==> config.mk <==
export PLATFORM = sky130hd
export DESIGN_NAME = sseg_scan_controller
export DESIGN_NICKNAME = d
export VERILOG_FILES = /design/src/rtl/sseg_pkg.sv /design/src/rtl/sseg_hex_decoder.sv /design/src/rtl/sseg_scan_controller.sv
export SDC_FILE = /design/constraint.sdc
export NUM_CORES = 1
export LEC_CHECK = 0
export CAP_MARGIN = 10
export CORE_MARGIN = 3
export CORE_UTILIZATION = 50
export CTS_BUF_LIST = sky130_fd_sc_hd__clkbuf_4
export DETAILED_ROUTE_END_ITERATION = 8
export PLACE_DENSITY_LB_ADDON = 0.2
export SYNTH_ARGS = -nofsm -noshare
export SYNTH_HDL_FRONTEND = slang
export SYNTH_SLANG_ARGS = --single-unit
==> constraint.sdc <==
create_clock -name clk -period 5.2 [get_ports clk]
set_clock_uncertainty 0.1 [all_clocks]
set_input_delay 1.04 -clock clk [delete_from_list [all_inputs] [get_ports clk]]
set_output_delay 1.04 -clock clk [all_outputs]
set_load 0.01 [all_outputs]
==> src/rtl/sseg_pkg.sv <==
// -----------------------------------------------------------------------------
// sseg_pkg
// Shared definitions for the four-digit seven-segment scan controller:
// scan FSM state encoding, digit count, default slot timing and the
// leading-zero blanking helper.
// -----------------------------------------------------------------------------
package sseg_pkg;

  localparam int NUM_DIGITS       = 4;
  localparam int ON_CYCLES_DEF    = 12500;
  localparam int BLANK_CYCLES_DEF = 64;

  typedef enum logic {
    S_ON    = 1'b0,
    S_BLANK = 1'b1
  } state_e;

  // A digit is suppressed when it and every more-significant digit are zero.
  // Digit 0 is never suppressed so a value of zero still shows "0".
  function automatic logic lz_blank(input logic [15:0] value, input logic [1:0] idx);
    case (idx)
      2'd3:    return (value[15:12] == 4'h0);
      2'd2:    return (value[15:8]  == 8'h00);
      2'd1:    return (value[15:4]  == 12'h000);
      default: return 1'b0;
    endcase
  endfunction

endpackage

==> src/rtl/sseg_hex_decoder.sv <==
// -----------------------------------------------------------------------------
// sseg_hex_decoder
// Combinational hex (0-F) to seven-segment glyph lookup, active-low.
//   hex_i    : 4-bit digit value
//   seg_n_o  : segments {g,f,e,d,c,b,a}, 0 = segment lit
// -----------------------------------------------------------------------------
module sseg_hex_decoder (
  input  logic [3:0] hex_i,
  output logic [6:0] seg_n_o
);

  always_comb begin
    case (hex_i)
      4'h0: seg_n_o = 7'h40;
      4'h1: seg_n_o = 7'h79;
      4'h2: seg_n_o = 7'h24;
      4'h3: seg_n_o = 7'h30;
      4'h4: seg_n_o = 7'h19;
      4'h5: seg_n_o = 7'h12;
      4'h6: seg_n_o = 7'h02;
      4'h7: seg_n_o = 7'h78;
      4'h8: seg_n_o = 7'h00;
      4'h9: seg_n_o = 7'h10;
      4'hA: seg_n_o = 7'h08;
      4'hB: seg_n_o = 7'h03;
      4'hC: seg_n_o = 7'h46;
      4'hD: seg_n_o = 7'h21;
      4'hE: seg_n_o = 7'h06;
      default: seg_n_o = 7'h0E;  // F
    endcase
  end

endmodule

==> src/rtl/sseg_scan_controller.sv <==
// -----------------------------------------------------------------------------
// sseg_scan_controller
// Time-multiplexed driver for a four-digit common-anode seven-segment display.
// Each slot drives one digit for ON_CYCLES, then all anodes off for
// BLANK_CYCLES. A shadow buffer accepts new values at any time and is copied
// to the displayed value only at a frame boundary, so a frame never tears.
//   clk, rst_n         : clock, asynchronous active-low reset
//   load_valid/ready   : handshake for load_data (four hex digits, [3:0] = digit 0)
//   lz_en              : leading-zero blanking enable
//   brightness         : PWM duty, 0 = 1/8 ... 7 = 8/8
//   sseg_anode         : active-low digit enables (registered)
//   sseg_cathode       : active-low segments, [7] = dp (registered)
//   digit_index        : slot currently scanned
//   frame_done         : pulse on the last cycle of each frame
// -----------------------------------------------------------------------------
module sseg_scan_controller
  import sseg_pkg::*;
#(
  parameter int ON_CYCLES    = ON_CYCLES_DEF,
  parameter int BLANK_CYCLES = BLANK_CYCLES_DEF
) (
  input  logic        clk,
  input  logic        rst_n,
  input  logic        load_valid,
  input  logic [15:0] load_data,
  output logic        load_ready,
  input  logic        lz_en,
  input  logic [2:0]  brightness,
  output logic [3:0]  sseg_anode,
  output logic [7:0]  sseg_cathode,
  output logic [1:0]  digit_index,
  output logic        frame_done
);

  localparam int CNT_MAX = (ON_CYCLES > BLANK_CYCLES) ? ON_CYCLES : BLANK_CYCLES;
  localparam int CNT_W   = $clog2(CNT_MAX + 1);
  localparam logic [CNT_W-1:0] ON_LAST    = CNT_W'(ON_CYCLES - 1);
  localparam logic [CNT_W-1:0] BLANK_LAST = CNT_W'(BLANK_CYCLES - 1);

  state_e            state_q, state_d;
  logic [CNT_W-1:0]  cnt_q, cnt_d;
  logic [1:0]        idx_q, idx_d;
  logic              lead_q, lead_d;
  logic [2:0]        pwm_q, pwm_d;
  logic [15:0]       active_q, active_d;
  logic [15:0]       shadow_q, shadow_d;
  logic              pending_q, pending_d;
  logic [3:0]        anode_q, anode_d;
  logic [7:0]        cathode_q, cathode_d;

  logic              frame_end;
  logic              blank_d;
  logic [3:0]        digit_d;
  logic [6:0]        glyph_n;

  // The blank period right after reset is a lead-in, not the tail of slot 3:
  // it must neither advance the index nor count as a frame boundary.
  assign frame_end = (state_q == S_BLANK) && (cnt_q == BLANK_LAST) &&
                     (idx_q == 2'd3) && !lead_q;

  assign load_ready  = !pending_q;
  assign frame_done  = frame_end;
  assign digit_index = idx_q;
  assign sseg_anode  = anode_q;
  assign sseg_cathode = cathode_q;

  // NOTE: every signal assigned here gets a default first, so no path can
  // leave it unassigned and infer a latch.
  always_comb begin
    state_d   = state_q;
    cnt_d     = cnt_q + CNT_W'(1);
    idx_d     = idx_q;
    lead_d    = lead_q;
    pwm_d     = pwm_q + 3'd1;
    shadow_d  = shadow_q;
    pending_d = pending_q;
    active_d  = active_q;

    case (state_q)
      S_ON: begin
        if (cnt_q == ON_LAST) begin
          state_d = S_BLANK;
          cnt_d   = '0;
        end
      end
      default: begin
        if (cnt_q == BLANK_LAST) begin
          state_d = S_ON;
          cnt_d   = '0;
          lead_d  = 1'b0;
          if (!lead_q) idx_d = idx_q + 2'd1;
        end
      end
    endcase

    // Load and commit cannot coincide: a load needs pending low, a commit
    // needs it high.
    if (load_valid && load_ready) begin
      shadow_d  = load_data;
      pending_d = 1'b1;
    end
    if (frame_end && pending_q) begin
      active_d  = shadow_q;
      pending_d = 1'b0;
    end
  end

  // Outputs are computed from next-state values so the registered pins line
  // up with the FSM state they are registered alongside.
  assign digit_d = active_d[{idx_d, 2'b00} +: 4];

  sseg_hex_decoder u_decoder (
    .hex_i   (digit_d),
    .seg_n_o (glyph_n)
  );

  always_comb begin
    blank_d   = (state_d != S_ON) || (lz_en && lz_blank(active_d, idx_d));
    anode_d   = (blank_d || (pwm_d > brightness)) ? 4'hF : ~(4'b0001 << idx_d);
    cathode_d = blank_d ? 8'hFF : {1'b1, glyph_n};
  end

  // NOTE: sequential state uses non-blocking assignments so every register
  // samples the pre-edge values, independent of statement order.
  always_ff @(posedge clk or negedge rst_n) begin
    if (!rst_n) begin
      state_q   <= S_BLANK;
      cnt_q     <= '0;
      idx_q     <= 2'd0;
      lead_q    <= 1'b1;
      pwm_q     <= 3'd0;
      active_q  <= 16'h0000;
      shadow_q  <= 16'h0000;
      pending_q <= 1'b0;
      anode_q   <= 4'hF;
      cathode_q <= 8'hFF;
    end else begin
      state_q   <= state_d;
      cnt_q     <= cnt_d;
      idx_q     <= idx_d;
      lead_q    <= lead_d;
      pwm_q     <= pwm_d;
      active_q  <= active_d;
      shadow_q  <= shadow_d;
      pending_q <= pending_d;
      anode_q   <= anode_d;
      cathode_q <= cathode_d;
    end
  end

endmodule
==> results.yml <==
min_path:
  worstHoldPathType: "register to register"
critical_path:
  start_kind: "register"
  reg2reg_to: "sseg_cathode[3]"
  crit_end: "frame_done"
  critPathKind: "register to primary output"
  path_cells: "or4_4 > or4_1 > nor2_1 > clkdlybuf4s50_1"
  cp.depth: 4
  worstSetupStartpoint: "cnt_q[9]"
  reg2reg_depth: 11
  slowest_delay_ns: 0.78
  r2r_setup_slack_ns: 1.24
  path_buf_inv: 1
  cp.arrival_ns: 2.92
  cp_top_family: "simple AND/OR/NAND/NOR gates"
  cpMaxStageDelayCell: "or4_1"
  crit_fanout: 9
  endpoint_kind: "primary output"
  timing.rr.start: "cnt_q[9]"
  cp_data_required_time_ns: 4.06
clock_network:
  post-cts-setup-buffers: 0
  ctsHoldBuffers: 0
  cts_inserted_buffers: 9
  clkSinkCount: 65
  clk_pin_slew_ns: 0.11
  cts_tree: "yes"
  clkLatencyLatePin_ns: 0.40
  clockBufferDepth: 2
  root_buffer: "clkbuf_4"
  ctsResizeCount: 0
  h-tree-depth: 3
pwr:
  leakage_nw: 1.73
  internal_power_w: 0.000641
  power_density_nw_per_um2: 224
  swShare: 0.246
  combPwrFrac: 0.052
  ir_drop_mv: 0.130
  p_switching_w: 0.000209
  power.share.clock: 0.321
  p_seq_frac: 0.627
route:
  drt_iter0_drc: 86
  viasPerCell: 5.57
  wl_per_cell_um: 15.7
  drt_wl_total_mm: 6.41
  ant_nets: 0
  drc: 0
  dr.pass1.iters: 4
  dr_total_vias: 2265
finish:
  diodes: 0
  most-common-layout-cells: "dfrtp_1 (52), clkdlybuf4s50_1 (36), mux2_2 (27)"
  fin_util: 0.619
  syn2layout_area_growth_pct: 15.8
  nets: 362
  drive_above_1_share: 0.220
  mostFrequentLayoutCell: "dfrtp_1"
  design_area_sq_um: 3790
synth:
  seq_area_frac_synth: 0.502
  synth_compound_area_frac: 0.0829
  synthCells: 287
  ys.flop_type: "dfrtp_1"
  synth_area_per_cell_sq_um: 11.4
  synthMuxAreaShare: 0.141
  async_flop_share: 1.00
  yosys.area_share.simple: 0.151
  synth_xor_xnor_area_share: 0.0374
  yosysWarnings: 0
  synth_area_sq_um: 3280
  synth_fa_ha_area_frac: 0.0458
  synth_cell_type_count: 57
  synth-seq-cells: 65
  synth_top_family_by_area: "simple AND/OR/NAND/NOR gates"
  synth-edff-count: 0
  synth_fp_nets: 322
placed_design:
  finalWeightedCongestion: 0.866
  port-buffer-count: 37
  post_dp_cell_area_sq_um: 3690
  dp_hpwl_mm: 4.77
die:
  num_io_pins: 39
  rows: 28
  die_area_sq_um: 7560
  fp.dieH_um: 86.9
  start_util: 0.534
  fp.dieW_um: 86.9
  design.core.area_sq_um: 6130
sta:
  rsz0062_at_grt: "false"
  relSlewSlack: 0.474
  hold_slack_ns: 0.385
  period_minus_slack_ns: 4.06
  worst_slew_pin_slew_ns: 0.788
  finalCritPeriodShare: 0.782
  fmax_ghz: 0.246
  setup_viol: 0
  fin_setup_tns_ns: 0
  slew_violations: 0
  hold_viol: 0
job:
  cap_violations: 0
global_route:
  antenna_found_initial: 0
  grt_pass1_wl_mm: 10.9
  grt_remaining_overflow: 0
  grt_start_max_net_pins: 66
  grt_usage: 0.187
  grt_pass1_vias: 2290
status:
  status: "finished, final reports clean"
==> layer usage <==
layer | vias up | global-route usage | share of wire
li1 | 1102 | - | -
met1 | 1101 | 0.248 | 0.46
met2 | 52 | 0.296 | 0.48
met3 | 10 | 0.0388 | 0.039
met4 | 0 | 0.0864 | 0.023
met5 | - | 0 | 0
==> power by group through the flow <==
stage / clock, W / combinational (W) / sequential [W]
detailed placement: 0 / 0.0000459 / 0.000543
CTS: 0.000278 / 0.0000460 / 0.000533
global route: 0.000301 / 0.0000503 / 0.000535
global placement: 0 / 0.0000446 / 0.000543
finish: 0.000273 / 0.0000446 / 0.000532
floorplan: 0 / 0.0000168 / 0.000538
==> cell type report <==
class                      instances  area [sq um]
fill                             488          2340
clock inverter                     7          37.5
inverter                          18          67.6
multi-input combinational        194          1500
tap                               75          93.8
clock buffer                       9          67.6
sequential                        65          1640
timing repair buffer              39           380
==> registers in the layout (all words and copies together) (netlist names) <==
register / flops
active_q: 16
cnt_q: 14
digit_index: 2
lead_q: 1
pending_q: 1
pwm_q: 3
shadow_q: 16
sseg_anode: 4
sseg_cathode: 7
state_q: 1
==> synth_stat cells (4+ instances only) <==
cell type  count  area (sq um)
mux2_2        27           304
ha_1          12           150
dfrtp_1       52          1300
xnor2_1        6          52.6
nor2_1        24          90.1
a21oi_1        7          35.0
nand3_1       10          50.1
nand4_1        7          43.8
xor2_1         8          70.1
mux2i_1       10           100
clkbuf_1       4          15.0
dfstp_2       13           342
inv_1         17          63.8
nor3_1         8          40.0
nand2_1       21          78.8
==> logic make-up (layout without fill, tap and decap cells) <==
kind of cell / count (synthesis) / after routing
other cells: 1 / 1
buf+inv: 28 / 73
compound gates: 35 / 35
fa+ha+maj: 12 / 12
simple gates: 92 / 92
mux: 40 / 40
flops: 65 / 65
xor+xnor: 14 / 14
==> worst min path at each step <==
stage,startpoint,end,slack [ns],cells past startpoint
final,pwm_q[2],pwm_q[2],0.38,1
after global routing,pwm_q[0],pwm_q[0],0.41,1
after CTS,pwm_q[0],pwm_q[0],0.38,1
after detailed placement,pwm_q[0],pwm_q[0],0.36,1
after global placement,pwm_q[0],pwm_q[0],0.34,1
after floorplan,pwm_q[0],pwm_q[0],0.33,1
==> worst reg2reg max path: stages, from the launching register on <==
cell	delay (ns)
dfrtp_1	0.43
or4_4	0.59
or4_1	0.78
mux2i_4	0.43
inv_2	0.11
mux2i_1	0.14
mux2i_1	0.39
inv_1	0.18
ha_1	0.24
mux2_1	0.29
mux2i_1	0.12
nand2_1	0.07
==> per-stage QoR <==
stage	setup WS [ns]	instances	total power (W)
after global placement	1.40	391	0.000587
after global routing	1.02	407	0.000887
after CTS	1.10	407	0.000858
after floorplan	1.78	287	0.000554
after detailed placement	1.28	391	0.000589
final	1.14	407	0.000849
Note: power is estimated with default switching activity, not from simulation.
